### src/rtl/mult_share_arbiter.sv
// Round-robin front end that shares one pipelined multiplier among N_REQ requesters.
// Requester IDs travel alongside the multiplier pipeline so each product returns tagged.
module mult_share_arbiter #(
    parameter int N_REQ   = 4,
    parameter int IA_W    = 16,
    parameter int IB_W    = 16,
    parameter int STAGES  = 2,
    localparam int ID_W   = $clog2(N_REQ),
    localparam int MUL_W  = IA_W + IB_W
) (
    input  logic                    i_clk,
    input  logic                    i_rst,
    input  logic [N_REQ-1:0]        i_req_valid,
    input  logic [N_REQ*IA_W-1:0]   i_req_a,
    input  logic [N_REQ*IB_W-1:0]   i_req_b,
    output logic [N_REQ-1:0]        o_req_ready,
    output logic [IA_W-1:0]         o_mul_a,
    output logic [IB_W-1:0]         o_mul_b,
    output logic                    o_mul_en_ff,
    input  logic [MUL_W-1:0]        i_mul_prod,
    output logic                    o_rsp_valid,
    output logic [ID_W-1:0]         o_rsp_id,
    output logic [MUL_W-1:0]        o_rsp_prod,
    input  logic                    i_rsp_ready,
    output logic                    o_idle
);

    logic [STAGES-1:0] vld;
    logic [ID_W-1:0]   id_pipe [STAGES];
    logic [ID_W-1:0]   ptr;
    logic              en;
    logic              grant_found;
    logic [ID_W-1:0]   grant_id;

    // Modulo-N_REQ add; N_REQ need not be a power of two, so plain wrap of ID_W bits is not enough.
    function automatic logic [ID_W-1:0] wrap_add(input logic [ID_W-1:0] base, input int off);
        int sum;
        sum = int'(base) + off;
        if (sum >= N_REQ) begin
            sum = sum - N_REQ;
        end
        return ID_W'(sum);
    endfunction

    // The tag pipeline and the multiplier stall together only when the head response is blocked.
    assign en          = !vld[STAGES-1] || i_rsp_ready;
    assign o_mul_en_ff = en;

    always_comb begin
        grant_found = 1'b0;
        grant_id    = '0;
        for (int i = 0; i < N_REQ; i++) begin
            if (!grant_found && i_req_valid[wrap_add(ptr, i)]) begin
                grant_found = 1'b1;
                grant_id    = wrap_add(ptr, i);
            end
        end
    end

    // Zero operands when idle so the multiplier is fed zeros on bubble edges.
    always_comb begin
        o_req_ready = '0;
        o_mul_a     = '0;
        o_mul_b     = '0;
        if (grant_found) begin
            o_mul_a = i_req_a[int'(grant_id)*IA_W +: IA_W];
            o_mul_b = i_req_b[int'(grant_id)*IB_W +: IB_W];
            if (en) begin
                o_req_ready[grant_id] = 1'b1;
            end
        end
    end

    always_ff @(posedge i_clk) begin
        if (i_rst) begin
            vld <= '0;
            ptr <= '0;
            for (int s = 0; s < STAGES; s++) begin
                id_pipe[s] <= '0;
            end
        end else if (en) begin
            vld[0]     <= grant_found;
            id_pipe[0] <= grant_id;
            for (int s = 1; s < STAGES; s++) begin
                vld[s]     <= vld[s-1];
                id_pipe[s] <= id_pipe[s-1];
            end
            if (grant_found) begin
                ptr <= wrap_add(grant_id, 1);
            end
        end
    end

    assign o_rsp_valid = vld[STAGES-1];
    assign o_rsp_id    = id_pipe[STAGES-1];
    assign o_rsp_prod  = i_mul_prod;
    assign o_idle      = ~|vld;

endmodule

### config.mk
export PLATFORM = sky130hd
export DESIGN_NAME = mult_share_arbiter
export DESIGN_NICKNAME = d
export VERILOG_FILES = /design/src/rtl/mult_share_arbiter.sv
export SDC_FILE = /design/constraint.sdc
export NUM_CORES = 1
export LEC_CHECK = 0
export CAP_MARGIN = 10
export CELL_PAD_IN_SITES_DETAIL_PLACEMENT = 1
export CELL_PAD_IN_SITES_GLOBAL_PLACEMENT = 1
export CORE_MARGIN = 5
export CORE_UTILIZATION = 16
export DETAILED_ROUTE_END_ITERATION = 16
export PLACE_DENSITY_LB_ADDON = 0.1
export RECOVER_POWER = 100
export SLEW_MARGIN = 0
export SYNTH_ARGS = -nofsm -noshare
export SYNTH_HDL_FRONTEND = slang
export SYNTH_SLANG_ARGS = --single-unit
### constraint.sdc
create_clock -name i_clk -period 4.7 [get_ports i_clk]
set_input_delay 0.94 -clock i_clk [delete_from_list [all_inputs] [get_ports i_clk]]
set_output_delay 0.94 -clock i_clk [all_outputs]
set_load 0.03 [all_outputs]
# --- After elaboration in Yosys (flattened, before gate mapping) ---
# Memories as Yosys holds them, arrays and structs flattened.
# Cells that the tools add are included.
classes:
  addsub: 9
  n_lt_le_gt_ge: 11
  n_shift: 2
  n_mux: 34
  bitwise: 2
  n_reduce_logical: 12
op_table:
  columns: ["cell", "count"]
  rows:
  - ["indexed part select 64 x 7 -> 16 bit", 2]
  - ["two-way mux 16 bit", 2]
  - ["two-way mux 2 bit", 11]
  - ["less-than comparator 2 x 3 -> 1 bit, second input constant", 5]
  - ["two-way mux 1 bit", 14]
  - ["greater-or-equal comparator 3 bit, second input constant", 4]
  - ["subtractor 2 x 1 -> 2 bit, second input constant", 5]
  - ["binary-select mux 1 bit (select 2 bit)", 4]
  - ["two-way mux 4 bit", 2]
  - ["adder 2 x 1 -> 3 bit, second input constant", 2]
  - ["adder 2 x 2 -> 3 bit, second input constant", 2]
  - ["logical NOT 1 bit", 5]
  - ["logical AND 1 bit", 4]
  - ["greater-or-equal comparator 2 x 3 -> 1 bit, second input constant", 1]
  - ["demux 1 bit (select 2 bit)", 1]
  - ["greater-or-equal comparator 2 x 1 -> 1 bit, second input constant", 1]
  - ["OR 1 bit", 2]
  - ["AND reduction 2 bit", 1]
  - ["OR reduction 2 bit", 1]
  - ["logical OR 1 bit", 1]
totals:
  regBits: 4
  ramBits: 4
  input_bits: 167
  out_inout_bits: 73
  n_memories: 1
mem_list:
  columns: ["name", "words", "width", "read_ports", "rd_ports_with_merged_regs", "wr", "line_no", "rtl"]
  rows:
  - ["id_pipe", 2, 2, 2, 0, 2, "29", "logic [ID_W-1:0] id_pipe [STAGES];"]

# --- Longest topological paths before layout ---
# Gate-level depths: netlist (run 1).
depth:
  ltp_word: 20
  depth_mapped: 7

# --- Least setup slack after synthesis (run 1) ---
# No wires, ideal clock.
synth_path:
  path_kind: "input -> output"
  start: "input i_req_valid[2]"
  end: "output o_req_ready[3]"
  t_arrival_ps: 2410
  required_time_ps: 3760
  path_slack_ps: 1350
  cell_stages: 6
  path_buffers: 2
  cell_sequence: "nor2b_1 a21boi_1 o32ai_2 buf_2 buf_4 nor3_1"
synth_between:
  elab_chain_len: 18
  elab_cells_between_ends: 29
  cone_classes: "order compare (2); mux (20); reduce/logical (7)"
synth_rtl:
  columns: ["element", "line_no", "rtl"]
  rows:
  - ["from (decl)", "13", "input logic [N_REQ-1:0] i_req_valid,"]
  - ["binary-select mux 1 bit (select 2 bit)", "53", "if (!grant_found && i_req_valid[wrap_add(ptr, i)]) begin"]
  - ["two-way mux 1 bit (implied by the code)", "53", null]
  - ["two-way mux 1 bit", "53", null]
  - ["logical NOT 1 bit", "53", null]
  - ["logical AND 1 bit", "53", null]
  - ["two-way mux 1 bit", "53", null]
  - ["logical NOT 1 bit", "53", null]
  - ["logical AND 1 bit", "53", null]
  - ["[... 2 more ...]", null, null]
  - ["logical AND 1 bit", "53", null]
  - ["two-way mux 2 bit", "53", null]
  - ["less-than comparator 2 x 3 -> 1 bit (implied by the code) / greater-or-equal comparator 2 x 1 -> 1 bit (equally long branches)", "69", "o_req_ready[grant_id] = 1'b1;"]
  - ["logical AND 1 bit (implied by the code)", "69", null]
  - ["two-way mux 1 bit (implied by the code)", "69", null]
  - ["demux 1 bit (select 2 bit)", "69", null]
  - ["two-way mux 4 bit", "68", "if (en) begin"]
  - ["two-way mux 4 bit (*)", "65", "if (grant_found) begin"]
  - ["to (decl)", "16", "output logic [N_REQ-1:0] o_req_ready,"]
# Mark *: on every way between the ends. The rest lies on a longest branch, timed or not. The select of a mux whose other input is x is not followed.

# --- Worst setup path in the final report (run 1) ---
layout_path:
  start: "input i_req_valid[2]"
  end: "output o_mul_a[4]"
layout_between:
  elab_chain_len: 14
  elab_cells_between_ends: 24
  cone_classes: "shift (1); mux (17); reduce/logical (6)"
layout_rtl:
  columns: ["element", "line_no", "rtl"]
  rows:
  - ["binary-select mux 1 bit (select 2 bit)", "53", null]
  - ["two-way mux 1 bit (implied by the code)", "53", null]
  - ["two-way mux 1 bit", "53", null]
  - ["logical NOT 1 bit", "53", null]
  - ["logical AND 1 bit", "53", null]
  - ["two-way mux 1 bit", "53", null]
  - ["logical NOT 1 bit", "53", null]
  - ["logical AND 1 bit", "53", null]
  - ["two-way mux 1 bit", "53", null]
  - ["logical NOT 1 bit", "53", null]
  - ["logical AND 1 bit", "53", null]
  - ["two-way mux 2 bit", "53", null]
  - ["indexed part select 64 x 7 -> 16 bit", "66", "o_mul_a = i_req_a[int'(grant_id)*IA_W +: IA_W];"]
  - ["two-way mux 16 bit (*)", "65", null]
  - ["to (decl)", "17", "output logic [IA_W-1:0] o_mul_a,"]
# Marked as above.

==> flow_metrics.py, run 1 <==
metrics = {
    "worst_setup_path": {
        "critical-path-slowest-cell": "sky130_fd_sc_hd__clkdlybuf4s50_1",
        "regToRegStartpoint": "ptr[0]",
        "regToRegSetupSlack_ns": 2.54,
        "worst_setup_path_endpoint": "o_mul_a[4]",
        "worst-setup-path-type": "input pin to output pin",
        "critical_path_depth": 7,
        "rr_worst_depth": 6,
        "critPathLaunch": "i_req_valid[2]",
        "critPathBufInv": 2,
        "critical_path.top_delay_family": "buffers and inverters",
        "worstPathArrival_ns": 3.55,
        "crit_path_max_incr_delay_ns": 0.73,
        "cp_common_cell": "sky130_fd_sc_hd__clkdlybuf4s50_1",
        "critical_path.cell_chain": "clkdlybuf4s50_1 > and2b_1 > nor3b_2 > o22ai_4 > mux2i_1 > o22ai_1 > clkdlybuf4s50_1",
        "timing.rr.end": "ptr[1]",
        "worst-endpoint-required_ns": 3.76,
        "timing.critical_path.from_type": "input pin",
        "critical_path_fanout_max": 21,
        "endpoint_kind": "output pin",
    },
    "placement": {
        "placed_cells_incl_taps": 464,
        "port_buffers": 175,
        "hpwlAfterDp_mm": 7.04,
        "gp_congestion": 0.755,
        "place_ws_ns": 0.136,
    },
    "clock_network": {
        "cts.clk_slew.worst_paths_ns": 0.04,
        "cts_inserted_buffers": 3,
        "clkLatencyLatePin_ns": 0.23,
        "cts.htree.levels": 1,
        "clock_path_buffers": 2,
        "clock_tree_from_tritoncts": "built",
        "holdBufCountCts": 0,
        "post_cts.repair.setup_buffers": 0,
        "cts_root_buf": "sky130_fd_sc_hd__clkbuf_8",
        "ctsResizeCount": 0,
        "clock_sinks": 8,
    },
    "pwr": {
        "internal_power_mw": 0.448,
        "report.power.total_mw": 0.873,
        "powerDensity_nw_per_um2": 271,
        "power_frac_clock": 0.100,
        "power_frac_comb": 0.798,
        "p_sw_frac": 0.487,
        "leakagePower_nw": 1.45,
        "sequential_group_share_of_total_power": 0.103,
        "worst_ir_drop_vdd_mv": 0.120,
        "power.switching_mw": 0.426,
    },
    "global_routing": {
        "grt_max_degree": 42,
        "number_of_antenna_violations_at_the_first_check_in_global_routing": 0,
        "grt_pass1_vias": 2324,
        "grt_overflow": 0,
        "grt_first_pass_wirelength_mm": 12.8,
        "track_usage": 0.123,
    },
    "drt": {
        "drt_wl_total_mm": 8.19,
        "drt_drc_violations_left": 0,
        "detail_route.first_pass.iterations": 4,
        "avgViaCountPerCell": 4.28,
        "routed_wire_length_per_instance_um": 17.5,
        "via_count": 2002,
        "drt-initial-drc-count": 30,
        "drt.antenna.violating_nets": 0,
    },
    "layout": {
        "most_frequent_standard_cell_in_the_layout_excluding_fill_and_tap_cells": "sky130_fd_sc_hd__clkdlybuf4s50_1",
        "mostFrequentLayoutCells": "138 x sky130_fd_sc_hd__clkdlybuf4s50_1, 64 x sky130_fd_sc_hd__mux2i_1, 32 x sky130_fd_sc_hd__o22ai_1",
        "stdcell_count": 468,
        "fillers": 1228,
        "final_net_count": 500,
        "diodes": 0,
        "syn_to_final_growth_pct": 91.0,
        "area.sequential_um2": 200,
        "multi_input_combinational_cell_area_um2": 1110,
        "final_layout_size_suffix_gt1_frac": 0.111,
    },
    "synthesis": {
        "synth-edff-count": 4,
        "async_reset_ff_frac": 0,
        "synth.cell_area_um2": 1690,
        "synth_seq_area_share": 0.119,
        "synth.yosys.warnings": 0,
        "netlist.area_leader.share": 0.380,
        "synthesis.nets": 363,
        "synthTopCellsByArea": "sky130_fd_sc_hd__mux2i_1 38%, sky130_fd_sc_hd__buf_4 16%, sky130_fd_sc_hd__o22ai_1 12%",
        "synth.lib_cells_used.distinct": 29,
        "number_of_instances_in_the_synthesized_netlist": 196,
        "synthesis.area_per_instance_um2": 8.60,
        "synthFlopType": "sky130_fd_sc_hd__edfxtp_1",
        "ys_seq_elements": 8,
        "yosysTopAreaCell": "sky130_fd_sc_hd__mux2i_1",
    },
    "timing": {
        "period_needed_ns": 4.49,
        "final_min_period_over_clock_period": 0.956,
        "worst_clock_skew_ns": 0.00315,
        "maxClockFrequency_mhz": 223,
        "worst-slew-pin-transition_ns": 0.877,
        "final-setup-viol-count": 0,
        "relSlewSlack": 0.415,
        "fin_tns_setup_ns": 0,
        "report.final.hold_viol_count": 0,
        "finalMaxSlewViolations": 0,
        "rsz0062_at_grt": "false",
        "final.setup.worst_slack_ns": 0.206,
    },
    "floorplan": {
        "io-pin-count": 240,
        "design.core.area_um2": 10300,
        "fp.dieH_um": 113,
        "effective_utilization_at_floorplan": 0.164,
        "die_width_um": 113,
        "die-area_um2": 12700,
        "placementRows": 37,
    },
    "hold_path": {
        "timing.hold.worst.class": "register to register",
    },
    "job": {
        "timing.max_cap.violations": 0,
    },
    "outcome": {
        "outcome": "complete, no violations",
    },
}
[registers in the layout, indices dropped and copies added (netlist names)]
| register | flops |
|---|---|
| id_pipe | 4 |
| vld | 2 |
| ptr | 2 |
[cell usage after synthesis (2+ instances only)]
cell type	instances
sky130_fd_sc_hd__nand2_1	3
sky130_fd_sc_hd__dfxtp_1	4
sky130_fd_sc_hd__buf_4	37
sky130_fd_sc_hd__edfxtp_1	4
sky130_fd_sc_hd__and2b_1	2
sky130_fd_sc_hd__buf_6	8
sky130_fd_sc_hd__o21ai_0	2
sky130_fd_sc_hd__nor2b_1	4
sky130_fd_sc_hd__clkbuf_1	5
sky130_fd_sc_hd__nor3_1	5
sky130_fd_sc_hd__mux2i_1	64
sky130_fd_sc_hd__nor2_1	9
sky130_fd_sc_hd__o22ai_1	32
sky130_fd_sc_hd__nor3b_1	2
[power by group through the flow]
| stage | Sequential, mW | Clock (mW) | Combinational, mW |
|---|---|---|---|
| 6_report | 0.0896 | 0.0872 | 0.696 |
| 5_1_grt | 0.0907 | 0.0959 | 0.745 |
| 4_1_cts | 0.0900 | 0.0893 | 0.753 |
| 3_5_place_dp | 0.0913 | 0 | 0.751 |
| 3_3_place_gp | 0.0908 | 0 | 0.749 |
| 2_1_floorplan | 0.0895 | 0 | 0.499 |
[per-stage QoR]
step	util	instance area, um^2	hold slack, ns
floorplan	-	1690	0.450
global placement	0.316	3240	0.469
detailed placement	0.316	3240	0.475
CTS	0.320	3290	0.482
global route	0.313	3220	0.521
finish	0.313	3220	0.480
[per-layer routing]
metal | share of wire | GRT usage | vias up | wire (um)
met4 | 0.00073 | 0.00962 | 0 | 6
met3 | 0.11 | 0.0582 | 2 | 927
met5 | 0 | 0 | - | 0
met2 | 0.53 | 0.234 | 119 | 4350
li1 | - | - | 968 | -
met1 | 0.35 | 0.127 | 913 | 2910
[worst min-delay path by stage]
stage          startpoint  endpoint  slack, ns  cells after the start
6_report           vld[0]    vld[0]       0.48                      2
5_1_grt            vld[0]    vld[0]       0.52                      2
4_1_cts            vld[0]    vld[0]       0.48                      2
3_5_place_dp       vld[0]    vld[0]       0.47                      2
3_3_place_gp       vld[0]    vld[0]       0.47                      2
2_1_floorplan      vld[0]    vld[0]       0.45                      2
[kinds of logic (layout without fill, tap and decap cells)]
group                     count (synthesis)  in the layout  share of synthesized area
xor gates and xnor gates                  1              1                    0.00520
AOI/OAI and AO/OA                        40             40                      0.161
and+or+nand+nor                          31             31                      0.100
DFF                                       8              8                      0.119
muxes                                    64             64                      0.380
buffers and inverters                    52            188                      0.235
[cell type report]
cell class                      count  share of cell area
Inverter                            1             0.00117
Sequential cell                     8              0.0622
Clock buffer                        4              0.0140
Multi-Input combinational cell    136               0.344
Timing Repair Buffer              183               0.525
Tap cell                          136              0.0529
[tightest hold or removal path: stages (launching register included)]
cell and delay (ns):
sky130_fd_sc_hd__dfxtp_1 0.32, sky130_fd_sc_hd__nand2_1 0.06, sky130_fd_sc_hd__a21oi_1 0.05
(Power assumes the default switching activity.)
==> run 2: changes to the inputs <==
--- a/config.mk
+++ b/config.mk
@@ -11,7 +11,7 @@
 export CORE_MARGIN = 5
 export CORE_UTILIZATION = 16
 export DETAILED_ROUTE_END_ITERATION = 16
-export PLACE_DENSITY_LB_ADDON = 0.1
+export PLACE_DENSITY = 0.95
 export RECOVER_POWER = 100
 export SLEW_MARGIN = 0
 export SYNTH_ARGS = -nofsm -noshare
==> run 2 against run 1 <==
Against the previous run:
- die area did not move
- flip-flop and latch count did not move
- global-route usage fell by 0.55 points
- sequential power barely moved
- clock skew rose by 0.0011 ns
- critical path depth rose by 1
- worst setup slack improved by 0.056 ns
- wire length fell by 1.8%
- critical path type unchanged
- largest power group unchanged
==> flow_metrics.py, run 2 (synthesized netlist as in run 1, its figures left out) <==
metrics = {
    "clock_network": {
        "cts_root_buf": "sky130_fd_sc_hd__clkbuf_8",
        "cts.htree.levels": 1,
        "cts.clk_slew.worst_paths_ns": 0.04,
        "post_cts.repair.setup_buffers": 0,
        "clock_path_buffers": 2,
        "cts_inserted_buffers": 3,
        "ctsResizeCount": 0,
        "holdBufCountCts": 0,
        "clock_sinks": 8,
        "clkLatencyLatePin_ns": 0.23,
        "clock_tree_from_tritoncts": "built",
    },
    "hold_path": {
        "timing.hold.worst.start": "vld[0]",
        "min_delay_worst_endpoint": "vld[0]",
        "min_delay_path_depth": 2,
        "timing.hold.worst.class": "register to register",
    },
    "worst_setup_path": {
        "worst-setup-path-type": "input pin to output pin",
        "regToRegSetupSlack_ns": 3.03,
        "worst-endpoint-required_ns": 3.76,
        "critical-path-slowest-cell": "sky130_fd_sc_hd__dlygate4sd3_1",
        "cp_common_cell": "sky130_fd_sc_hd__dlygate4sd3_1",
        "endpoint_kind": "output pin",
        "timing.rr.end": "ptr[1]",
        "critical_path_fanout_max": 40,
        "critical_path.cell_chain": "dlygate4sd3_1 > nor2b_1 > nor3b_2 > o22ai_4 > buf_12 > mux2i_1 > o22ai_1 > dlygate4sd3_1",
        "regToRegStartpoint": "ptr[0]",
        "timing.critical_path.from_type": "input pin",
        "worstPathArrival_ns": 3.50,
        "crit_path_max_incr_delay_ns": 0.78,
        "rr_worst_depth": 6,
    },
    "pwr": {
        "power_frac_clock": 0.096,
        "power.switching_mw": 0.421,
        "powerDensity_nw_per_um2": 270,
        "worst_ir_drop_vdd_mv": 0.109,
        "sequential_group_share_of_total_power": 0.100,
        "leakagePower_nw": 1.45,
        "internal_power_mw": 0.473,
        "report.power.total_mw": 0.894,
        "power_frac_comb": 0.804,
        "p_sw_frac": 0.471,
    },
    "floorplan": {
        "die-area_um2": 12700,
        "placementRows": 37,
        "effective_utilization_at_floorplan": 0.164,
        "fp.dieH_um": 113,
        "design.core.area_um2": 10300,
        "die_width_um": 113,
        "io-pin-count": 240,
    },
    "global_routing": {
        "grt_pass1_vias": 2415,
        "grt_first_pass_wirelength_mm": 12.1,
        "number_of_antenna_violations_at_the_first_check_in_global_routing": 0,
        "track_usage": 0.117,
        "grt_max_degree": 41,
        "grt_overflow": 0,
    },
    "placement": {
        "hpwlAfterDp_mm": 7.05,
        "placed_area_um2": 3290,
        "gp_congestion": 0.794,
        "port_buffers": 175,
    },
    "layout": {
        "utilization": 0.322,
        "diodes": 0,
        "layout_top_registers": "id_pipe: 4 flops, ptr: 2 flops, vld: 2 flops",
        "most_frequent_standard_cell_in_the_layout_excluding_fill_and_tap_cells": "sky130_fd_sc_hd__clkdlybuf4s50_1",
        "registers.top_by_ff_count": "id_pipe",
        "mostFrequentLayoutCells": "132 x sky130_fd_sc_hd__clkdlybuf4s50_1, 64 x sky130_fd_sc_hd__mux2i_1, 36 x sky130_fd_sc_hd__dlygate4sd3_1",
        "fillers": 1216,
        "largest_register_ff_count": 4,
        "final_layout_size_suffix_gt1_frac": 0.0453,
        "syn_to_final_growth_pct": 96.6,
        "postLayoutCellArea_um2": 3310,
        "final_net_count": 499,
    },
    "job": {
        "timing.max_cap.violations": 0,
    },
    "timing": {
        "rsz0062_at_grt": "false",
        "worst_clock_skew_ns": 0.00429,
        "period_needed_ns": 4.44,
        "report.final.hold_viol_count": 0,
        "final_min_period_over_clock_period": 0.944,
        "finalMaxSlewViolations": 0,
        "maxClockFrequency_mhz": 225,
        "relSlewSlack": 0.714,
        "worst-slew-pin-transition_ns": 0.428,
        "final-setup-viol-count": 0,
        "fin_tns_setup_ns": 0,
    },
    "drt": {
        "via_count": 2029,
        "drt_wl_total_mm": 8.05,
        "drt.antenna.violating_nets": 0,
        "drt-initial-drc-count": 35,
        "drt_drc_violations_left": 0,
        "routed_wire_length_per_instance_um": 17.2,
        "detail_route.first_pass.iterations": 4,
        "avgViaCountPerCell": 4.34,
    },
    "outcome": {
        "outcome": "complete, no violations",
    },
}
run 2: cell types whose count changed in the layout (fill, tap and decap cells not counted), moves of 3 or more:
cell / before / now
sky130_fd_sc_hd__dlygate4sd3_1: 12 / 36
sky130_fd_sc_hd__clkdlybuf4s50_1: 138 / 132
sky130_fd_sc_hd__clkbuf_1: 5 / 8
sky130_fd_sc_hd__clkbuf_2: 21 / 0
run 2: cell type report:
class                      instances  area (um^2)  area share
sequential                         8          200      0.0604
tap                              136          170      0.0514
inverter                           1         3.75     0.00113
clock buffer                       4         45.0      0.0136
multi-input combinational        136         1110       0.335
timing repair buffer             182         1790       0.539
run 2: power groups by stage:
stage	Sequential [mW]	Combinational [mW]	Clock, mW
after floorplan	0.0895	0.499	0
after global placement	0.0902	0.745	0
after detailed placement	0.0915	0.765	0
after CTS	0.0902	0.768	0.0891
after global routing	0.0911	0.763	0.0926
final	0.0896	0.719	0.0857
run 2: routing by layer:
layer | up-vias | part of all wire | track usage
met4 | 0 | 0.034 | 0.0449
li1 | 966 | - | -
met2 | 110 | 0.58 | 0.246
met5 | - | 0 | 0
met3 | 30 | 0.077 | 0.0302
met1 | 923 | 0.31 | 0.104
run 2: metrics by stage:
| stage | cells | hold WS (ns) | setup WS (ns) |
|---|---|---|---|
| 2_1_floorplan | 196 | 0.450 | 1.35 |
| 3_3_place_gp | 463 | 0.464 | 0.416 |
| 3_5_place_dp | 463 | 0.498 | 0.319 |
| 4_1_cts | 467 | 0.504 | 0.308 |
| 5_1_grt | 467 | 0.509 | 0.103 |
| 6_report | 467 | 0.500 | 0.261 |
run 2: how the worst max path moves through the flow:
stage,startpoint,endpoint,slack [ns],depth (start not counted)
2_1_floorplan,i_req_valid[2],o_req_ready[3],1.35,6
3_3_place_gp,i_req_valid[1],o_mul_b[0],0.42,8
3_5_place_dp,i_req_valid[1],o_mul_b[4],0.32,8
4_1_cts,i_req_valid[1],o_mul_b[4],0.31,8
5_1_grt,i_req_valid[3],o_mul_b[4],0.10,8
6_report,i_req_valid[3],o_mul_b[4],0.26,8
run 2: worst max-delay path, delay by kind of cell:
kind                   cells  cell delay (ns)
AO/OA/AOI/OAI              2             0.31
buffers and inverters      3             1.74
multiplexers               1             0.15
AND/OR/NAND/NOR            2             0.33
==> edit 1, RTL diff (settings of run 1) <==
Set the parameter `N_REQ` to 8 (it was 4).
--- a/src/rtl/mult_share_arbiter.sv
+++ b/src/rtl/mult_share_arbiter.sv
@@ -3,3 +3,3 @@
 module mult_share_arbiter #(
-    parameter int N_REQ   = 4,
+    parameter int N_REQ   = 8,
     parameter int IA_W    = 16,
Ports: changed (5 resized); port bits go from 240 to 377. No check against the original RTL was run, so the function may have changed too.
==> edit 1 against run 1 <==
Cell area grew to 2.6 times the old value. Synthesized area grew 120%. Critical path depth grew 9. Sequential share of layout area shrank 2.8 points. Sequential cell count grew 3. Setup slack lost 0.19 ns. Via count grew 140%. Register-to-register slack lost 1.3 ns. Wire length grew to 2.8 times the old value. Critical path type unchanged. Critical endpoint is now o_mul_a[8].
Power is left out: the tool's default activity adds up to more than one toggle a clock period on the data nets, which glitch-free logic cannot reach.
==> edit 1: results <==
[detailed_routing]
routed_wl_um = 23200
dr.first_iter.drc_count = 134

[logic_synthesis]
synth_fp_nets = 745
ys_seq_area_frac = 0.0746
synth-xor-area-share = 0.0133
synth_fa_ha_area_frac = 0.00666
syn_area_per_cell_um2 = 8.46
synth_area_leaders = "mux2i_1, o22ai_1, buf_4, mux4_2, or2_1"
synth-edff-count = 6
yosysUniqueCellTypes = 51

[grt]
grt_max_degree = 20
grt_util_all_layers = 0.161
grt_pass1_wl_um = 33100
grt_pass1_vias = 5520

[finish]
final_cells = 1105
reg_top3 = "id_pipe (6), ptr (3), vld (2)"
drive_gt1_frac = 0.290

[setup_path]
cpMaxStageDelayCell = "mux4_2"
crit_fanout = 6
rrSetupSlack_ns = 1.28
worstRegToRegCells = 16
arrival_ns = 3.74
critPathLaunch = "i_req_valid[5]"
timing.rr.end = "ptr[2]$_SDFFE_PP0P_"
slowest_delay_ns = 0.53

[place]
io_buffers = 312
gp_congestion = 0.857

[sta]
period_minus_slack_ns = 4.68
fin_hold_ws_ns = 0.508

[status]
status = "finished clean"

[cts]
root_buffer = "clkbuf_16"

[hold_path]
hold_end = "vld[1]$_SDFFE_PP0N_"
## edit 1: cell count changes in the layout (fill, tap and decap cells not counted), moves of 9 or more
cell             change
buf_12              +16
nor2_1              +13
mux4_2              +11
clkdlybuf4s50_1    +120
mux2i_2             +25
or2_1               +32
o22ai_1             +25
mux2i_1             +42
clkbuf_16            +9
nand2_1              +9
clkbuf_2            -19
buf_4               +59
buf_6               +42
## edit 1: what timing repair did
item                       4_1_cts  5_1_grt
pin swaps                        5       27
setup buffers                   11       13
resized for setup              126      101
gates cloned                     4        6
setup endpoints to repair       40       34
## edit 1: metal layers
layer,part of all wire,global-route usage
met5,0,0.00379
met4,0.017,0.0259
met3,0.069,0.0391
met2,0.54,0.302
met1,0.37,0.186
## edit 1: worst register-to-register path, stage by stage, from the launching register on
cell      delay [ns]
dfxtp_2         0.34
inv_2           0.05
ha_4            0.32
mux4_2          0.62
mux2i_4         0.20
nand2_1         0.09
a21oi_2         0.19
buf_4           0.17
o211ai_1        0.10
o311a_4         0.16
buf_12          0.14
buf_16          0.14
buf_4           0.15
nand2b_1        0.17
buf_4           0.15
xnor2_1         0.11
a211oi_1        0.24
## edit 1: kinds of logic (layout without fill, tap and decap cells)
| logic type | count (synthesis) | in the layout |
|---|---|---|
| multiplexers | 152 | 152 |
| AO/OA/AOI/OAI | 96 | 96 |
| flip-flops | 11 | 11 |
| buffers and inverters | 78 | 420 |
| AND/OR/NAND/NOR | 101 | 101 |
| XOR/XNOR | 4 | 4 |
| adder cells (fa/ha/maj) | 2 | 2 |
## edit 1: area by class of cell
| type | count | area (µm²) |
|---|---|---|
| flip-flops and latches | 11 | 283 |
| fillers | 2676 | 14900 |
| clock buffers | 4 | 78.8 |
| inverters | 6 | 22.5 |
| well taps | 319 | 399 |
| multi-input cells | 355 | 3240 |
| repair buffers | 410 | 4340 |
==> edit 2, RTL diff (settings of run 1) <==
Without the edit above. Reset style: asynchronous (`i_rst`), changed in one clocked block.
--- a/src/rtl/mult_share_arbiter.sv
+++ b/src/rtl/mult_share_arbiter.sv
@@ -73,3 +73,3 @@
 
-    always_ff @(posedge i_clk) begin
+    always_ff @(posedge i_clk or posedge i_rst) begin
         if (i_rst) begin
Behaviour: differs if i_rst is asserted again (counterexample within 4 cycles, from zero or initial values and one cycle with i_rst high); with i_rst held inactive, the same outputs for 4 cycles.
==> edit 2 against run 1 <==
Clock skew decreased by 0.0013 ns. Non-clock buffer count decreased by 4. Synthesized area decreased by 3.6%. Total power increased by 46%. Sequential share of layout area decreased by 0.086 points. Cell area increased by 1.4%. Global-route usage increased by 0.50 points. Worst hold slack got worse by 0.022 ns. Setup slack improved by 0.079 ns. Wire length increased by 2.1%. Synthesized cell count decreased by 1.5%. Sequential cell count unchanged. Largest cell class unchanged. Highest routed layer unchanged.
==> edit 2: results <==
[logic_synthesis]
synth-xor-area-share = 0
synth_area_leaders = "mux2i_1, buf_4, dfrtp_1, o22ai_1, nand2_1"
async_flop_share = 1.00
yosysUniqueCellTypes = 28
synth_compound_gate_area_share = 0.165
ys.flop_type = "dfrtp_1"
ys_seq_area_frac = 0.123
syn_area_per_cell_um2 = 8.41
synthTopCellsByCount = "mux2i_1, buf_4, o22ai_1"

[detailed_routing]
routed_wl_um = 8360

[finish]
final_cells = 459
layout.nets = 495
drive_gt1_frac = 0.0307

[setup_path]
crit_fanout = 32
crit_path_end = "o_mul_b[8]"
worstRegToRegCells = 5
rrSetupSlack_ns = 2.90
critPathLaunch = "i_req_valid[0]"

[sta]
slew_headroom = 0.494
finClkSkew_ns = 0.00190

[grt]
grt_max_degree = 46
grt_util_all_layers = 0.128
grt_pass1_wl_um = 12700
met3_usage = 0.0431

[status]
status = "finished clean"

[pwr]
power_leakage_nw = 1.35
ir_drop_mv = 0.176

[place]
gp_congestion = 0.745
-- edit 2: changes by cell type in the layout (fill, tap and decap cells not counted), moves of 3 or more --
cell	run 1	this run
nor2_1	9	6
clkdlybuf4s50_1	138	132
clkbuf_2	21	0
nor3_1	5	1
dlygate4sd3_1	12	43
buf_4	6	3
nand2_1	3	9
dfrtp_1	0	8
dfxtp_1	4	0
edfxtp_1	4	0
clkbuf_1	5	0
-- edit 2: logic make-up after synthesis --
logic type / Yosys count
compound gates: 41
buf+inv: 52
flops: 8
mux: 64
simple gates: 28
-- edit 2: routing by layer --
| metal | vias to the layer above | part of all wire |
|---|---|---|
| met5 | - | 0 |
| met4 | 0 | 0.043 |
| met3 | 34 | 0.087 |
| met2 | 103 | 0.53 |
| met1 | 927 | 0.34 |
| li1 | 944 | - |
-- edit 2: critical path: cells and delay by family --
| family | cells | cell delay, ns |
|---|---|---|
| buf+inv | 2 | 1.33 |
| compound gates | 3 | 1.03 |
| simple gates | 1 | 0.16 |
-- edit 2: layout make-up --
class	instances	area (µm²)	area share
Multi-Input combinational cell	133	1050	0.322
Tap cell	133	166	0.0510
Inverter	3	11.3	0.00345
Sequential cell	8	200	0.0613
Clock buffer	3	41.3	0.0126
Timing Repair Buffer	179	1790	0.550
-- edit 2: worst min-delay path by stage --
stage | cells past startpoint | to | startpoint
floorplan | 2 | o_rsp_id[0]$_DFFE_PP0N_ | o_rsp_id[0]$_DFFE_PP0N_
global placement | 2 | o_rsp_id[1]$_DFFE_PP0N_ | o_rsp_id[1]$_DFFE_PP0N_
detailed placement | 2 | o_rsp_id[1]$_DFFE_PP0N_ | o_rsp_id[1]$_DFFE_PP0N_
CTS | 2 | o_rsp_id[1]$_DFFE_PP0N_ | o_rsp_id[1]$_DFFE_PP0N_
global route | 2 | o_rsp_id[1]$_DFFE_PP0N_ | o_rsp_id[1]$_DFFE_PP0N_
finish | 2 | o_rsp_id[1]$_DFFE_PP0N_ | o_rsp_id[1]$_DFFE_PP0N_
-- edit 2: stage by stage --
stage          utilization  setup WS, ns  power, W  cell area (µm²)  hold WS [ns]
2_1_floorplan            -          1.15  0.000869             1620         0.440
3_3_place_gp         0.328         0.387   0.00127             3220         0.459
3_5_place_dp         0.328         0.329   0.00127             3220         0.462
4_1_cts              0.332         0.326   0.00136             3260         0.469
5_1_grt              0.332        0.0701   0.00136             3260         0.483
6_report             0.332         0.284   0.00128             3260         0.458
-- edit 2: power by group --
part	internal (W)	switching, W	leakage (nW)
registers	0.0000861	0.0000161	0.0911
logic	0.000477	0.000615	1.24
clock network	0.0000557	0.0000289	0.0216
total	0.000619	0.000660	1.35
